### config.mk
export PLATFORM = sky130hd
export DESIGN_NAME = cnt_min_hr
export DESIGN_NICKNAME = d
export VERILOG_FILES = /design/src/rtl/cnt_min_hr.sv
export SDC_FILE = /design/constraint.sdc
export NUM_CORES = 1
export LEC_CHECK = 0
export ABC_AREA = 1
export CAP_MARGIN = 30
export CORE_ASPECT_RATIO = 1.25
export CORE_UTILIZATION = 35
export CTS_BUF_LIST = sky130_fd_sc_hd__clkbuf_2 sky130_fd_sc_hd__clkbuf_4 sky130_fd_sc_hd__clkbuf_8
export DETAILED_ROUTE_END_ITERATION = 7
export PLACE_DENSITY_LB_ADDON = 0.15
export SLEW_MARGIN = 15
export SYNTH_ARGS = -nofsm -noshare
export SYNTH_HDL_FRONTEND = slang
export SYNTH_SLANG_ARGS = --single-unit
### constraint.sdc
create_clock -name in_clk -period 1.9 [get_ports in_clk]
set_input_delay 0.285 -clock in_clk [delete_from_list [all_inputs] [get_ports in_clk]]
set_output_delay 0.285 -clock in_clk [all_outputs]
set_load 0.02 [all_outputs]
### src/rtl/cnt_min_hr.sv
// cnt_min_hr: BCD minutes/hours time-of-day counter with button time-set FSM and blink.
// Define CNT_MIN_HR_12H_EN for 12-hour mode (12,01..11) with an added pm output.
module cnt_min_hr #(
  parameter int SYNC_STAGES = 2,
  parameter int BLINK_PERIOD = 50
) (
  input  logic       in_clk,
  input  logic       rst,
  input  logic       sec_tick,
  input  logic       btn_mode,
  input  logic       btn_inc,
  output logic [3:0] min_ones,
  output logic [3:0] min_tens,
  output logic [3:0] hr_ones,
  output logic [3:0] hr_tens,
  output logic [1:0] set_mode,
  output logic       blink,
`ifdef CNT_MIN_HR_12H_EN
  output logic       pm,
`endif
  output logic       day_pulse
);
  typedef enum logic [1:0] {RUN = 2'b00, SET_HR = 2'b01, SET_MIN = 2'b10} state_t;
  localparam int BW = $clog2(BLINK_PERIOD + 1);
  state_t state, state_n;
  logic [SYNC_STAGES-1:0] mode_sync, inc_sync, fill;
  logic mode_s, inc_s, mode_prev, inc_prev, mode_arm, inc_arm, mode_ev, inc_ev;
  logic [BW-1:0] bcnt, bcnt_n;
  logic blink_n, day_n, run_blink, min_wrap, hr_wrap, day_hit;
  logic [3:0] mo_n, mt_n, ho_n, ht_n, mo_inc, mt_inc, ho_inc, ht_inc;
`ifdef CNT_MIN_HR_12H_EN
  logic pm_n, hr_top;
`endif
  assign mode_s = mode_sync[SYNC_STAGES-1];
  assign inc_s = inc_sync[SYNC_STAGES-1];
  // arm only after the chain has seen the button released, so a press held through reset is ignored
  assign mode_ev = mode_s & ~mode_prev & mode_arm;
  assign inc_ev = inc_s & ~inc_prev & inc_arm;
  assign set_mode = state;
  always_comb begin
    min_wrap = min_tens >= 4'd5 && min_ones >= 4'd9;
    mo_inc = min_ones >= 4'd9 ? 4'd0 : min_ones + 4'd1;
    mt_inc = min_ones < 4'd9 ? min_tens : min_tens >= 4'd5 ? 4'd0 : min_tens + 4'd1;
`ifdef CNT_MIN_HR_12H_EN
    hr_wrap = hr_tens == 4'd1 && hr_ones == 4'd1;
    hr_top = hr_tens >= 4'd1 && hr_ones >= 4'd2;
    ho_inc = hr_top ? 4'd1 : hr_ones >= 4'd9 ? 4'd0 : hr_ones + 4'd1;
    ht_inc = hr_top ? 4'd0 : hr_ones >= 4'd9 ? 4'd1 : hr_tens;
    day_hit = min_wrap & hr_wrap & pm;
`else
    hr_wrap = hr_tens >= 4'd2 && hr_ones >= 4'd3;
    ho_inc = hr_wrap || hr_ones >= 4'd9 ? 4'd0 : hr_ones + 4'd1;
    ht_inc = hr_wrap ? 4'd0 : hr_ones >= 4'd9 ? hr_tens + 4'd1 : hr_tens;
    day_hit = min_wrap & hr_wrap;
`endif
  end
  always_comb begin
    state_n = state;
    {mt_n, mo_n, ht_n, ho_n} = {min_tens, min_ones, hr_tens, hr_ones};
    day_n = 1'b0;
`ifdef CNT_MIN_HR_12H_EN
    pm_n = pm;
`endif
    case (state)
      RUN: begin
        state_n = mode_ev ? SET_HR : RUN;
        if (sec_tick) begin
          {mt_n, mo_n} = {mt_inc, mo_inc};
          {ht_n, ho_n} = min_wrap ? {ht_inc, ho_inc} : {hr_tens, hr_ones};
          day_n = day_hit;
`ifdef CNT_MIN_HR_12H_EN
          pm_n = pm ^ (min_wrap & hr_wrap);
`endif
        end
      end
      SET_HR: begin
        state_n = mode_ev ? SET_MIN : SET_HR;
        if (inc_ev && !mode_ev) begin
          {ht_n, ho_n} = {ht_inc, ho_inc};
`ifdef CNT_MIN_HR_12H_EN
          pm_n = pm ^ hr_wrap;
`endif
        end
      end
      SET_MIN: begin
        state_n = mode_ev ? RUN : SET_MIN;
        if (inc_ev && !mode_ev) {mt_n, mo_n} = {mt_inc, mo_inc};
      end
      default: state_n = RUN;
    endcase
    run_blink = state_n == state && state != RUN;
    bcnt_n = !run_blink || bcnt == BW'(BLINK_PERIOD - 1) ? '0 : bcnt + 1'b1;
    blink_n = run_blink && (bcnt == BW'(BLINK_PERIOD - 1) ? ~blink : blink);
  end
  always_ff @(posedge in_clk or negedge rst)
    if (!rst) begin
      mode_sync <= '0;
      inc_sync <= '0;
      fill <= '0;
      mode_prev <= 1'b0;
      inc_prev <= 1'b0;
      mode_arm <= 1'b0;
      inc_arm <= 1'b0;
      state <= RUN;
      bcnt <= '0;
      blink <= 1'b0;
      day_pulse <= 1'b0;
      min_ones <= 4'd0;
      min_tens <= 4'd0;
`ifdef CNT_MIN_HR_12H_EN
      hr_tens <= 4'd1;
      hr_ones <= 4'd2;
      pm <= 1'b0;
`else
      hr_tens <= 4'd0;
      hr_ones <= 4'd0;
`endif
    end else begin
      mode_sync <= {mode_sync[SYNC_STAGES-2:0], btn_mode};
      inc_sync <= {inc_sync[SYNC_STAGES-2:0], btn_inc};
      fill <= {fill[SYNC_STAGES-2:0], 1'b1};
      mode_prev <= mode_s;
      inc_prev <= inc_s;
      mode_arm <= mode_arm | (fill[SYNC_STAGES-1] & ~mode_s);
      inc_arm <= inc_arm | (fill[SYNC_STAGES-1] & ~inc_s);
      state <= state_n;
      bcnt <= bcnt_n;
      blink <= blink_n;
      day_pulse <= day_n;
      {min_tens, min_ones, hr_tens, hr_ones} <= {mt_n, mo_n, ht_n, ho_n};
`ifdef CNT_MIN_HR_12H_EN
      pm <= pm_n;
`endif
    end
endmodule
==> flow_summary.json, run 1 <==
{
  "grt_pass1_vias": 1232,
  "synth_top_area_share_pct": 50.1,
  "ant_nets": 0,
  "placed_cell_area_um2": 2120,
  "seq_area_um2": 901,
  "finalCritPeriodShare_pct": 87.9,
  "cp_top_family": "buffers and inverters",
  "synth-seq-cells": 36,
  "core_area_um2": 4830,
  "path_max_fanout": 6,
  "clk_pin_slew_ps": 70,
  "fmax_ghz": 0.599,
  "die-area_um2": 5430,
  "drt_iter0_markers": 49,
  "detail_route.wl_per_cell_um": 10.7,
  "cts_root_buffer": "clkbuf_8",
  "syn_avg_cell_area_um2": 9.22,
  "syn-cell-area_um2": 1800,
  "start_util_pct": 37.2,
  "critPathRequiredTime_ps": 1620,
  "total_power_uw": 3110,
  "post_cts_resized": 0,
  "setup_viol": 0,
  "critPathLaunchType": "register",
  "cap_violations": 0,
  "drive_gt1_share_pct": 13.2,
  "status": "finished, final reports clean",
  "tns_ps": 0,
  "critPathMaxStageDelay_ps": 640,
  "ys_seq_area_share_pct": 50.1,
  "slew_viol_final": 0,
  "hpwl_mm": 2.25,
  "path_buf_inv": 1,
  "io_buffers": 24,
  "min_period_ps": 1670,
  "synth_top_cell_by_area": "dfrtp_1",
  "diodes": 0,
  "wl_mm": 3.08,
  "n_fill_cell": 492,
  "holdBufCountCts": 0,
  "vias": 1288,
  "grt_max_degree": 37,
  "cts_tree": "built",
  "crit_chain": "clkdlybuf4s50_1",
  "hold_viol": 0,
  "finClkSkew_ps": 6.23,
  "yosysWarnings": 0,
  "clock_tree.buffer_depth": 2,
  "cts.sinks": 36,
  "rows": 28,
  "grt_pass1_wl_mm": 5.46,
  "end_kind": "output port",
  "die_x_um": 66.1,
  "ios": 25,
  "timing.hold.ws_ps": 13.0,
  "crit_arrival_ps": 1380,
  "cts_setup_buffers": 0,
  "syn2layout_area_growth_pct": 23.9,
  "syn_nets": 213,
  "drc": 0,
  "dr.pass1.iters": 4,
  "viasPerCell": 4.47,
  "overflow": 0,
  "path_class": "reg -> out",
  "syn_inst": 195,
  "slowest_stage": "clkdlybuf4s50_1",
  "numCtsBuffers": 5,
  "final_util_pct": 46.1,
  "synth_area_leaders": "dfrtp_1, ha_1, nand2_1",
  "place_congestion": 0.810,
  "ys_types": 24,
  "vdd_drop_max_uv": 666,
  "powerDensity_nw_per_um2": 1390,
  "stdcell_area_um2": 2230,
  "hold_path.class": "in -> async",
  "p_leak_uw": 0.00110,
  "die_h_um": 82.1,
  "rsz0062_at_grt": "false",
  "multi_input_area_um2": 785,
  "fin_nets": 245,
  "antenna_found_initial": 0,
  "clock_latency_ps": 290,
  "htree_levels": 2,
  "grt_usage_pct": 13.7
}
==> cells in the final DEF (no fill, tap or decap), types with 4 or more instances in the layout <==
| master | n |
|---|---|
| clkdlybuf4s50_1 | 23 |
| nand2_4 | 6 |
| nand2_1 | 42 |
| o21ai_1 | 8 |
| o21ai_0 | 4 |
| nand3_1 | 7 |
| nor2_1 | 14 |
| clkbuf_8 | 5 |
| dfrtp_1 | 36 |
| nand2_2 | 4 |
| ha_1 | 13 |
| a21oi_1 | 5 |
| nand4_1 | 4 |
| inv_1 | 28 |
==> synthesized netlist by cell type <==
cell / instances
nor2_2: 3
nand2_1: 42
nand3_1: 7
xor2_1: 3
o21ai_1: 8
ha_1: 13
inv_1: 28
o21bai_1: 2
xnor2_1: 3
nand3b_1: 1
o21ai_0: 4
inv_2: 2
a21oi_1: 5
o22ai_1: 1
dfrtp_1: 36
nand2_2: 4
nand4_1: 4
nor3_2: 1
conb_1: 1
nor2_1: 14
nor3b_2: 2
nand2_4: 6
nor3_1: 3
nand3_2: 2
==> report_power, final <==
| group | leakage [µW] | switching [µW] | total, µW | internal [µW] |
|---|---|---|---|---|
| registers | 0.000459 | 197 | 1120 | 922 |
| logic | 0.000578 | 774 | 1310 | 540 |
| clock network | 0.0000586 | 269 | 673 | 403 |
| total | 0.00110 | 1240 | 3110 | 1870 |
==> worst paths after layout <==
path / startpoint / to / slack [ps] / cells after the start
min in group in_clk: mode_sync[0]$_DFF_PN0_ / mode_sync[1]$_DFF_PN0_ / 350 / 0
hold / removal: rst / hr_ones[3]$_DFFE_PN0P_ / 10 / 2
hold reg to reg: mode_sync[0]$_DFF_PN0_ / mode_sync[1]$_DFF_PN0_ / 350 / 0
setup / recovery: hr_ones[2]$_DFFE_PN0P_ / hr_ones[2] / 230 / 1
setup reg to reg: min_ones[0]$_DFFE_PN0P_ / hr_tens[1]$_DFFE_PN0P_ / 440 / 10
max in group asynchronous: rst / mode_arm$_DFF_PN0_ / 1540 / 2
==> registers in the layout, indices dropped and copies added, names as in the netlist, 2 cells and up <==
name and count:
set_mode 2, hr_ones 4, mode_sync 2, hr_tens 4, min_tens 4, bcnt 6, inc_sync 2, min_ones 4
fill 2
==> per-layer routing <==
layer / share of wire, % / global-route usage, % / vias to the layer above
li1: - / - / 678
met4: 2.2 / 7.02 / 0
met1: 48 / 17.7 / 582
met2: 46 / 20.6 / 22
met5: 0 / 0 / -
met3: 4.2 / 4.26 / 6
==> metrics by stage <==
step           std cells  setup WS (ps)
2_1_floorplan        195            416
3_3_place_gp         280            484
3_5_place_dp         280            423
4_1_cts              288            209
5_1_grt              288            151
6_report             288            231
==> area by class of cell <==
| type | instances | area share [%] |
|---|---|---|
| Clock inverter | 2 | 1.57 |
| Sequential cell | 36 | 40.4 |
| Tap cell | 60 | 3.37 |
| Multi-Input combinational cell | 129 | 35.2 |
| Clock buffer | 6 | 3.43 |
| Inverter | 30 | 5.06 |
| Timing Repair Buffer | 25 | 10.9 |
==> cell families after synthesis <==
logic type | Yosys count | synth area share [%]
xor+xnor | 6 | 2.92
fa+ha+maj | 13 | 9.05
buf+inv | 30 | 6.26
flops | 36 | 50.1
compound gates | 20 | 5.91
simple gates | 89 | 25.5
other cells | 1 | 0.209
Note: power is estimated with default switching activity, not from simulation.
==> run 2, diff against run 1 <==
--- a/config.mk
+++ b/config.mk
@@ -11,6 +11,8 @@
 export CORE_UTILIZATION = 35
 export CTS_BUF_LIST = sky130_fd_sc_hd__clkbuf_2 sky130_fd_sc_hd__clkbuf_4 sky130_fd_sc_hd__clkbuf_8
 export DETAILED_ROUTE_END_ITERATION = 7
+export GPL_TIMING_DRIVEN = 0
+export HOLD_SLACK_MARGIN = 0.1
 export PLACE_DENSITY_LB_ADDON = 0.15
 export SLEW_MARGIN = 15
 export SYNTH_ARGS = -nofsm -noshare
==> flow_summary.json, run 2 (synthesized netlist as in run 1, its figures left out) <==
{
  "die_x_um": 66.1,
  "setup_viol": 0,
  "drive_gt1_share_pct": 13.1,
  "place_congestion": 0.704,
  "cts_tree": "built",
  "detail_route.wl_per_cell_um": 10.4,
  "antenna_found_initial": 0,
  "crit_chain": "clkdlybuf4s50_1",
  "vdd_drop_max_uv": 603,
  "largest_reg_flops": 6,
  "path_buf_inv": 1,
  "diodes": 0,
  "final_common_cell": "nand2_1",
  "post_cts_resized": 0,
  "viasPerCell": 4.49,
  "overflow": 0,
  "fin_nets": 246,
  "finClkSkew_ps": 6.62,
  "critPathLaunchType": "register",
  "crit_arrival_ps": 1380,
  "die-area_um2": 5430,
  "final_cell_mix": "nand2_1, dfrtp_1, inv_1",
  "min_period_ps": 1670,
  "hold_viol": 0,
  "fmax_ghz": 0.601,
  "rows": 28,
  "cts_root_buffer": "clkbuf_8",
  "io_buffers": 24,
  "seq_area_um2": 901,
  "p_leak_uw": 0.00110,
  "numCtsBuffers": 5,
  "grt_pass1_wl_mm": 5.11,
  "dr.pass1.iters": 4,
  "cts_setup_buffers": 0,
  "hpwl_mm": 2.20,
  "stdcell_count": 289,
  "finalCritPeriodShare_pct": 87.6,
  "vias": 1298,
  "path_class": "reg -> out",
  "grt_max_degree": 27,
  "slowest_stage": "clkdlybuf4s50_1",
  "slew_viol_final": 0,
  "drc": 0,
  "clock_tree.buffer_depth": 2,
  "cap_violations": 0,
  "critPathMaxStageDelay_ps": 640,
  "holdBufCountCts": 1,
  "grt_usage_pct": 12.7,
  "core_area_um2": 4830,
  "end_kind": "output port",
  "multi_input_area_um2": 785,
  "clk_pin_slew_ps": 70,
  "n_fill_cell": 485,
  "powerDensity_nw_per_um2": 1380,
  "clock_latency_ps": 290,
  "grt_pass1_vias": 1194,
  "cp_top_family": "buffers and inverters",
  "path_max_fanout": 6,
  "largest_register": "bcnt",
  "syn2layout_area_growth_pct": 25.1,
  "wl_mm": 3.02,
  "ios": 25,
  "htree_levels": 2,
  "timing.hold.ws_ps": 349,
  "start_util_pct": 37.2,
  "die_h_um": 82.1,
  "cts.sinks": 36,
  "ant_nets": 0,
  "rsz0062_at_grt": "false",
  "drt_iter0_markers": 52,
  "critPathRequiredTime_ps": 1620,
  "dp_cells": 280,
  "status": "finished, final reports clean",
  "hold_path.class": "reg -> reg"
}
run 2: stage by stage:
| step | power [µW] | setup WS, ps | util [%] | TNS, ps | cell area [µm²] |
|---|---|---|---|---|---|
| CTS | 3150 | 209 | 46.5 | 0 | 2250 |
| global route | 3350 | 169 | 46.5 | 0 | 2250 |
| floorplan | 2000 | 416 | - | 0 | 1800 |
| finish | 3100 | 235 | 46.5 | 0 | 2250 |
| global placement | 2450 | -378 | 43.7 | -13510 | 2110 |
| detailed placement | 2460 | 377 | 44.0 | 0 | 2130 |
run 2: area by class of cell:
| cell class | instances | share of cell area [%] |
|---|---|---|
| sequential | 36 | 40.0 |
| multi-input combinational | 129 | 34.9 |
| timing repair buffer | 26 | 11.8 |
| inverter | 30 | 5.01 |
| tap | 60 | 3.34 |
| clock buffer | 5 | 3.06 |
| clock inverter | 3 | 1.89 |
run 2: report_power, final:
group | switching, µW | internal (µW) | total, µW
clock | 278 | 388 | 666
sequential | 198 | 922 | 1120
combinational | 771 | 542 | 1310
run 2: worst paths after layout:
check | from | endpoint | cells past startpoint | slack [ps]
max in group asynchronous | rst | mode_sync[1]$_DFF_PN0_ | 3 | 1060
setup / recovery | hr_ones[2]$_DFFE_PN0P_ | hr_ones[2] | 1 | 230
hold reg to reg | inc_sync[0]$_DFF_PN0_ | inc_sync[1]$_DFF_PN0_ | 0 | 350
hold / removal | inc_sync[0]$_DFF_PN0_ | inc_sync[1]$_DFF_PN0_ | 0 | 350
min in group asynchronous | rst | hr_ones[3]$_DFFE_PN0P_ | 2 | 410
setup reg to reg | min_ones[0]$_DFFE_PN0P_ | hr_tens[2]$_DFFE_PN0P_ | 10 | 390
run 2: per-layer routing:
layer / track usage (%) / vias to the layer above / part of all wire (%)
met5: 0 / - / 0
met4: 6.38 / 0 / 2.3
met3: 3.85 / 7 / 4.0
met2: 19.8 / 22 / 45
met1: 15.9 / 591 / 48
li1: - / 678 / -
